===== src/rtl/clkswitch_pkg.sv =====
// Shared definitions for the level1b CPU clock switch: state encodings,
// divider codes, config register layout and the phase-length lookup.
`timescale 1ns/1ps
package clkswitch_pkg;

   typedef enum logic [1:0] {
      LS_RUN       = 2'd0,
      HS_RUN       = 2'd1,
      SW_WAIT_FALL = 2'd2,
      SW_WAIT_RISE = 2'd3
   } sw_state_e;

   localparam logic [1:0] DIV_1_A = 2'b00;
   localparam logic [1:0] DIV_1_B = 2'b01;
   localparam logic [1:0] DIV_2   = 2'b10;
   localparam logic [1:0] DIV_4   = 2'b11;

   // Config register layout, shared with the register block.
   typedef struct packed {
      logic [3:0] rsvd_hi;
      logic       hs_en;
      logic       rsvd_2;
      logic [1:0] div;
   } cfg_reg_t;

   // Last phase-counter value for a divider code (phase length minus one).
   function automatic logic [1:0] phase_last(input logic [1:0] div);
      logic [1:0] last;
      case (div)
         DIV_1_A: last = 2'd0;
         DIV_1_B: last = 2'd0;
         DIV_2:   last = 2'd1;
         DIV_4:   last = 2'd3;
         default: last = 2'd0;
      endcase
      return last;
   endfunction

endpackage


===== src/rtl/clkswitch_if.sv =====
// Decode, config and clock-status signals between the clock switch and the
// CPU / host-bus logic.
`timescale 1ns/1ps
interface clkswitch_if;
   import clkswitch_pkg::*;

   logic       cfg_hs_en;
   logic [1:0] cfg_div;
   logic       himem;
   logic       vpa;
   logic       vda;
   logic       cpu_ck_phi2;
   logic       hs_active;
   logic       switching;

   modport master (
      output cfg_hs_en, cfg_div, himem, vpa, vda,
      input  cpu_ck_phi2, hs_active, switching
   );

   modport slave (
      input  cfg_hs_en, cfg_div, himem, vpa, vda,
      output cpu_ck_phi2, hs_active, switching
   );
endinterface


===== src/rtl/clkswitch_sync2.sv =====
// N-flop synchroniser for a host-clock input with single-cycle rise/fall
// detects on the synchronised value.
`timescale 1ns/1ps
module sync2_m
   import clkswitch_pkg::*;
#(
   parameter int N = 2
) (
   input  logic clk,
   input  logic reset,
   input  logic d,
   output logic q,
   output logic rise,
   output logic fall
);

   logic [N-1:0] stage_q;
   logic [N-1:0] stage_d;
   logic         prev_q;
   logic         prev_d;

   // Next values of the synchroniser chain and the edge-detect history flop.
   always_comb begin
      stage_d = {stage_q[N-2:0], d};
      prev_d  = stage_q[N-1];
   end

   // Synchroniser and history registers.
   always_ff @(posedge clk) begin
      if (reset) begin
         stage_q <= {N{1'b0}};
         prev_q  <= 1'b0;
      end else begin
         stage_q <= stage_d;
         prev_q  <= prev_d;
      end
   end

   assign q    = stage_q[N-1];
   assign rise = stage_q[N-1] & ~prev_q;
   assign fall = ~stage_q[N-1] & prev_q;

endmodule


===== src/rtl/clkswitch_m.sv =====
// CPU clock generator: divided bbc_ck8 in HS mode, locked to the host phi0
// in LS mode, switching on decode sampled at the end of CPU phi1.
`timescale 1ns/1ps
module clkswitch_m
   import clkswitch_pkg::*;
#(
   parameter int SYNC_STAGES = 2
) (
   input  logic        bbc_ck8,
   input  logic        reset,
   input  logic        bbc_ck2_phi0,
   clkswitch_if.slave  bus
);

   sw_state_e  state_q, state_d;
   logic       ck_q, ck_d;
   logic [1:0] cnt_q, cnt_d;
   logic [1:0] last_q, last_d;
   logic       hs_active_q, hs_active_d;
   logic       switching_q, switching_d;

   logic phi0_s;
   logic p0_rise;
   logic p0_fall;
   logic go_hs_s;
   logic go_ls_s;
   logic expire_s;

   sync2_m #(.N(SYNC_STAGES)) u_sync (
      .clk   (bbc_ck8),
      .reset (reset),
      .d     (bbc_ck2_phi0),
      .q     (phi0_s),
      .rise  (p0_rise),
      .fall  (p0_fall)
   );

   // Switch decode; an internal cycle (vpa=vda=0) never requests a switch.
   always_comb begin
      go_hs_s  = bus.cfg_hs_en & bus.himem & bus.vpa & bus.vda;
      go_ls_s  = (bus.vpa | bus.vda) & (~bus.cfg_hs_en | ~bus.himem);
      expire_s = (cnt_q == last_q);
   end

   // Next-state and clock-level logic.
   always_comb begin
      state_d = state_q;
      ck_d    = ck_q;
      cnt_d   = cnt_q;
      last_d  = last_q;
      case (state_q)
         LS_RUN: begin
            cnt_d = 2'd0;
            if (p0_rise) begin
               ck_d = 1'b1;
               if (go_hs_s) begin
                  state_d = HS_RUN;
                  last_d  = phase_last(bus.cfg_div);
               end else begin
                  state_d = LS_RUN;
               end
            end else begin
               ck_d = phi0_s;
            end
         end
         HS_RUN: begin
            if (expire_s) begin
               // The divider is picked up only here so a phase is never cut short.
               cnt_d  = 2'd0;
               last_d = phase_last(bus.cfg_div);
               if (ck_q) begin
                  ck_d = 1'b0;
               end else if (go_ls_s) begin
                  ck_d    = 1'b0;
                  state_d = SW_WAIT_FALL;
               end else begin
                  ck_d = 1'b1;
               end
            end else begin
               cnt_d = cnt_q + 2'd1;
            end
         end
         SW_WAIT_FALL: begin
            ck_d = 1'b0;
            if (p0_fall) begin
               state_d = SW_WAIT_RISE;
            end else begin
               state_d = SW_WAIT_FALL;
            end
         end
         SW_WAIT_RISE: begin
            // Leave on a host rise so the first LS phi2 is a full host phi2.
            if (p0_rise) begin
               ck_d    = 1'b1;
               state_d = LS_RUN;
            end else begin
               ck_d    = 1'b0;
               state_d = SW_WAIT_RISE;
            end
         end
         default: begin
            state_d = LS_RUN;
            ck_d    = 1'b0;
            cnt_d   = 2'd0;
         end
      endcase
      hs_active_d = (state_d == HS_RUN);
      switching_d = (state_d == SW_WAIT_FALL) | (state_d == SW_WAIT_RISE);
   end

   // State, clock and status registers.
   always_ff @(posedge bbc_ck8) begin
      if (reset) begin
         state_q     <= LS_RUN;
         ck_q        <= 1'b0;
         cnt_q       <= 2'd0;
         last_q      <= 2'd0;
         hs_active_q <= 1'b0;
         switching_q <= 1'b0;
      end else begin
         state_q     <= state_d;
         ck_q        <= ck_d;
         cnt_q       <= cnt_d;
         last_q      <= last_d;
         hs_active_q <= hs_active_d;
         switching_q <= switching_d;
      end
   end

   assign bus.cpu_ck_phi2 = ck_q;
   assign bus.hs_active   = hs_active_q;
   assign bus.switching   = switching_q;

endmodule


===== src/flat_wrapper.sv =====
// flat-port wrapper written by rule: the top's interface ports become plain ports
module clkswitch_m_flat import clkswitch_pkg::*;
#(
   parameter int SYNC_STAGES = 2
)
  (bbc_ck8, reset, bbc_ck2_phi0, bus_cfg_hs_en, bus_cfg_div, bus_himem, bus_vpa, bus_vda, bus_cpu_ck_phi2, bus_hs_active, bus_switching);
  clkswitch_if bus_i ();
  input  logic bbc_ck8;
  input  logic reset;
  input  logic bbc_ck2_phi0;
  input wire logic [$bits(bus_i.cfg_hs_en)-1:0] bus_cfg_hs_en;
  input wire logic [$bits(bus_i.cfg_div)-1:0] bus_cfg_div;
  input wire logic [$bits(bus_i.himem)-1:0] bus_himem;
  input wire logic [$bits(bus_i.vpa)-1:0] bus_vpa;
  input wire logic [$bits(bus_i.vda)-1:0] bus_vda;
  output wire logic [$bits(bus_i.cpu_ck_phi2)-1:0] bus_cpu_ck_phi2;
  output wire logic [$bits(bus_i.hs_active)-1:0] bus_hs_active;
  output wire logic [$bits(bus_i.switching)-1:0] bus_switching;
  assign bus_i.cfg_hs_en = bus_cfg_hs_en;
  assign bus_i.cfg_div = bus_cfg_div;
  assign bus_i.himem = bus_himem;
  assign bus_i.vpa = bus_vpa;
  assign bus_i.vda = bus_vda;
  assign bus_cpu_ck_phi2 = bus_i.cpu_ck_phi2;
  assign bus_hs_active = bus_i.hs_active;
  assign bus_switching = bus_i.switching;
  clkswitch_m #(.SYNC_STAGES(SYNC_STAGES)) u_core (.bbc_ck8(bbc_ck8), .reset(reset), .bbc_ck2_phi0(bbc_ck2_phi0), .bus(bus_i));
endmodule

===== config.mk =====
export PLATFORM = sky130hd
export DESIGN_NAME = clkswitch_m_flat
export DESIGN_NICKNAME = d
export VERILOG_FILES = /design/src/rtl/clkswitch_pkg.sv /design/src/rtl/clkswitch_if.sv /design/src/rtl/clkswitch_sync2.sv /design/src/rtl/clkswitch_m.sv /design/src/flat_wrapper.sv
export SDC_FILE = /design/constraint.sdc
export NUM_CORES = 1
export LEC_CHECK = 0
export BUFFER_PORTS_ARGS = -buffer_cell sky130_fd_sc_hd__buf_2
export CORE_UTILIZATION = 35
export DETAILED_ROUTE_END_ITERATION = 6
export REMOVE_ABC_BUFFERS = 1
export SLEW_MARGIN = 20
export SYNTH_ARGS = -nofsm -noshare
export SYNTH_HDL_FRONTEND = slang
export SYNTH_SLANG_ARGS = --single-unit

===== constraint.sdc =====
create_clock -name bbc_ck8 -period 1.5 [get_ports bbc_ck8]
set_input_delay 0.15 -clock bbc_ck8 [delete_from_list [all_inputs] [get_ports bbc_ck8]]
set_output_delay 0.15 -clock bbc_ck8 [all_outputs]
set_load 0.01 [all_outputs]

======== Word level (Yosys, flattened, before mapping) ========
Cells that the tools add are included.
operators by class
  shifts and indexed selects .............. 0
  div/mod/pow operators ................... 0
  order comparisons ....................... 0
  multiplexer cells ....................... 21
  multiply operators ...................... 0
  equality and inequality tests ........... 13
  bitwise logic cells ..................... 13
  $add $sub $neg .......................... 1
  reduce and logical (&&, ||, !) cells .... 5
operators with widths
  cell                                                   number
  two-way mux 2 bit                                      9
  == test 2 bit, second input constant                   6
  case mux 2 bit (2 select lines)                        2
  case mux 2 bit (4 select lines)                        1
  two-way mux 1 bit                                      7
  AND 1 bit                                              6
  == test 2 x 1 -> 1 bit, second input constant          3
  inequality test 2 x 1 -> 1 bit, second input constant  3
  case mux 2 bit (3 select lines)                        1
  zero test 2 bit                                        2
  NOT 1 bit                                              4
  case mux 1 bit (4 select lines)                        1
  AND reduction 4 bit                                    1
  bitwise OR 1 bit                                       3
  adder 2 x 1 -> 2 bit, second input constant            1
  == test 2 bit                                          1
  nonzero test 2 bit                                     1
  OR reduction 2 bit                                     1
storage, ports and cells
  word-level logic and storage cells ...... 61
  bits in latches ......................... 0
  memory bits (read-only) ................. 0
  memories ................................ 0
  input bits .............................. 9
  memory bits (writable) .................. 0
  output and inout port bits .............. 3
  register bits after elaboration ......... 12

======== Logic depth before layout (Yosys ltp) ========
  word-level depth ........................ 9
  depth in mapped cells ................... 4
  depth with buffers taken out ............ 4

======== Modules after synthesis ========
Synthesis repeated with hierarchy kept, for this count alone.
unflattened totals
  cells, all modules ...................... 61
  area, all modules ....................... 544.3 sq um
by module, submodules not included
  module       area an instance (sq um)  times used  cells each
  clkswitch_m  452.9                     1           53
  sync2_m      91.3                      1           8

======== Worst setup path after synthesis ========
No wires, ideal clock.
  path kind ............................... flip-flop to flip-flop
  from .................................... register u_core.bus.switching (netlist name)
  to ...................................... register u_core.cnt_q[1]
  buffers on the path ..................... 0
  setup time .............................. 0.074 ns
  stages on the path, launching flop included .. 5
  path slack .............................. 0.227 ns
  arrival ................................. 1.199 ns
  path through ............................ dfxtp_1 -> nand2b_1 -> a21oi_1 -> or4b_1 -> o21ai_0
RTL lines
  item                    line                source
  end signal: assignment  clkswitch_m.sv:123  cnt_q <= cnt_d;
  end: declaration        clkswitch_m.sv:17   logic [1:0] cnt_q, cnt_d;

======== Worst setup path in the final report ========
  from .................................... register u_core.state_q[0]
  to ...................................... register u_core.cnt_q[1]
on the way
  cells in the longest elaborated chain, start to end .. 2
ends and longest elaborated chain
  item                                                                          line                source
  start: declaration                                                            clkswitch_m.sv:15   sw_state_e state_q, state_d;
  start signal: assignment                                                      clkswitch_m.sv:121  state_q <= state_d;
  == test 2 x 1 -> 1 bit / zero test 2 bit (equally long branches)              clkswitch_m.sv:51   case (state_q)
  case mux 2 bit (2 select lines) / nonzero test 2 bit (equally long branches)  -
Several ways; a longest one is shown, not always the timed one.
A chain may end at the register's enable or synchronous reset.

==> metrics.csv <==
metric;value;unit
p_clk_share;36.6;%
fin_total_pwr;0.000554;W
cts.clk_slew.worst_paths;0.07;ns
final_max_slew_viol_count;0;
intPower;0.000420;W
fmax;733;MHz
root_buffer;clkbuf_4;
p_sw_share;24.2;%
diodes;0;
io_pins;12;
ys_async_sr_fraction;0;%
antenna_found_initial;0;
p_seq_share;54.8;%
whs;0.0867;ns
worstMarginPinSlew;0.298;ns
seq_area_frac_synth;42.1;%
cp-start-kind;flip-flop;
path_class;reg2reg;
ctsResizeCount;0;
synth_top_area_share;42.1;%
p_per_area;882;mW/mm²
arrival;1.56;ns
fin_nets;81;
post_cts_buffers;0;
antenna_left;0;
die_w;40.7;µm
grt_pass1_vias;424;
port_buffers;11;
grt_max_degree;12;
crit_chain;nand2b_1 -> a21oi_1 -> or4b_1 -> o21ai_0;
wl;1.04;mm
cts_hold_buf;0;
clock_path_buffers;2;
syn_area_per_cell;9.34;µm²
drive_gt1_share;29.6;%
slowest_delay;0.44;ns
path_max_fanout;6;
n_fill_cell;142;
grt_overflow;0;
dp_hpwl;802;µm
power.leakage;0.256;nW
p_switching;0.000134;W
synth_edf_count;0;
drt_first_pass_iters;4;
grt_pass1_wl;1.81;mm
cts_made_buffers;3;
setup_viol;0;
first_iter_violations;1;
yosysTopAreaCell;dfxtp_1;
viasPerCell;5.38;
finalClockSkew;0.00161;ns
finalHoldViolCount;0;
syn_inst;56;
pre_cts_ws;0.139;ns
synth_area_leaders;dfxtp_1, nor2b_1, nand3b_1;
syn2layout_area_growth;20.1;%
start_util;38.7;%
synth-seq-cells;11;
outcome;finished, final reports clean;
vias;463;
grt_usage;17.0;%
cts_tree;done;
drc;0;
fin_crit;1.36;ns
die_area;0.00165;mm²
ys_warn_count;0;
cts-htree-levels;1;
vdd_ir_drop_max;0.430;mV
clk-insertion-delay-late;0.27;ns
setup-tns-final;0;ns
ys.flop_type;dfxtp_1;
comb_power_share;8.6;%
end_kind;flip-flop;
finalWorstSetupSlack;0.136;ns
drv_cap;0;
fin_crit_sh;91.0;%
place_area;601;µm²
wire_per_inst;12.1;µm
place.gp.congestion;0.778;
clock-sinks;11;
design.core.area;0.00135;mm²
die_h;40.7;µm
fp-row-count;13;
critPathRequiredTime;1.70;ns
fin_area;628;µm²
worstHoldPathType;in2reg;
relSlewSlack;80.0;%
cp_slowest_cell;dfxtp_1;
netlist_area;523;µm²
rsz0062_at_grt;no;
synth_cell_type_count;28;
crit_buf_inv;0;
cp_top_family;simple AND/OR/NAND/NOR gates;
==> routing by layer <==
layer	track usage, %	vias to the layer above	wire [µm]
li1	-	239	-
met3	6.52	0	40
met1	20.3	218	498
met2	28.2	6	500
met5	0	-	0
met4	5.00	0	0
==> final timing paths <==
check | start | end | slack, ns | cells after the start
min | bbc_ck2_phi0 | u_core.u_sync.stage_q[0] | 0.09 | 2
min reg2reg | u_core.u_sync.stage_q[0] | u_core.u_sync.stage_q[1] | 0.46 | 1
max reg2reg | u_core.state_q[0] | u_core.cnt_q[1] | 0.14 | 4
max | u_core.state_q[0] | u_core.cnt_q[1] | 0.14 | 4
==> registers in the layout (all words and copies together) (netlist names) <==
| name | flops |
|---|---|
| u_core.bus.hs_active | 1 |
| u_core.u_sync.prev_q | 1 |
| u_core.state_q | 1 |
| u_core.bus.cpu_ck_phi2 | 1 |
| u_core.cnt_q | 2 |
| u_core.u_sync.stage_q | 2 |
| u_core.last_q | 2 |
| u_core.bus.switching | 1 |
==> stage by stage <==
step,util (%),instances
after detailed placement,44.5,82
after global placement,44.5,82
after global routing,46.5,86
final,46.5,86
after floorplan,-,55
after CTS,46.5,86
==> cell usage after synthesis (2+ instances only) <==
library cell / n
inv_1: 2
and4b_1: 2
o21ai_0: 3
dfxtp_1: 11
a21oi_1: 4
nor2b_1: 4
nand2b_1: 2
nor2_1: 4
nand2_1: 2
nand3b_1: 3
xnor2_1: 2
==> placed cells by master (no fill, tap or decap), types with 2 or more instances in the layout <==
master and instances:
buf_2 11, a21oi_1 4, xnor2_1 2, nand2_1 2, nand2b_1 2, nor2_1 4, clkbuf_4 3, dfxtp_1 11
o21ai_0 3, inv_1 2, nand3b_1 3, and4b_1 2, nor2b_1 4
==> final cells by class <==
class                   instances  area [µm²]  share of cell area [%]
well taps                      15        18.8                    2.99
clock inverters                 1        5.00                   0.797
inverters                       3        11.3                    1.79
flip-flops and latches         11         220                    35.1
repair buffers                 12        62.6                    9.96
clock buffers                   3        22.5                    3.59
multi-input cells              41         288                    45.8
==> power groups by stage <==
stage               Combinational [W]  Clock [W]  Sequential (W)
floorplan                   0.0000231          0        0.000311
global placement            0.0000472          0        0.000311
detailed placement          0.0000476          0        0.000311
CTS                         0.0000480   0.000209        0.000304
global route                0.0000542   0.000221        0.000305
finish                      0.0000478   0.000202        0.000304
==> cell families (layout without fill, tap and decap cells) <==
logic type / Yosys count / count (layout) / share of synthesized area, %
AOI/OAI and AO/OA: 14 / 14 / 19.1
xor gates and xnor gates: 2 / 2 / 3.35
adders and majority gates: 1 / 1 / 2.15
and+or+nand+nor: 23 / 23 / 28.5
buffers and inverters: 4 / 19 / 2.87
muxes: 1 / 1 / 1.91
DFF: 11 / 11 / 42.1
Power figures use the tool's default switching activity.
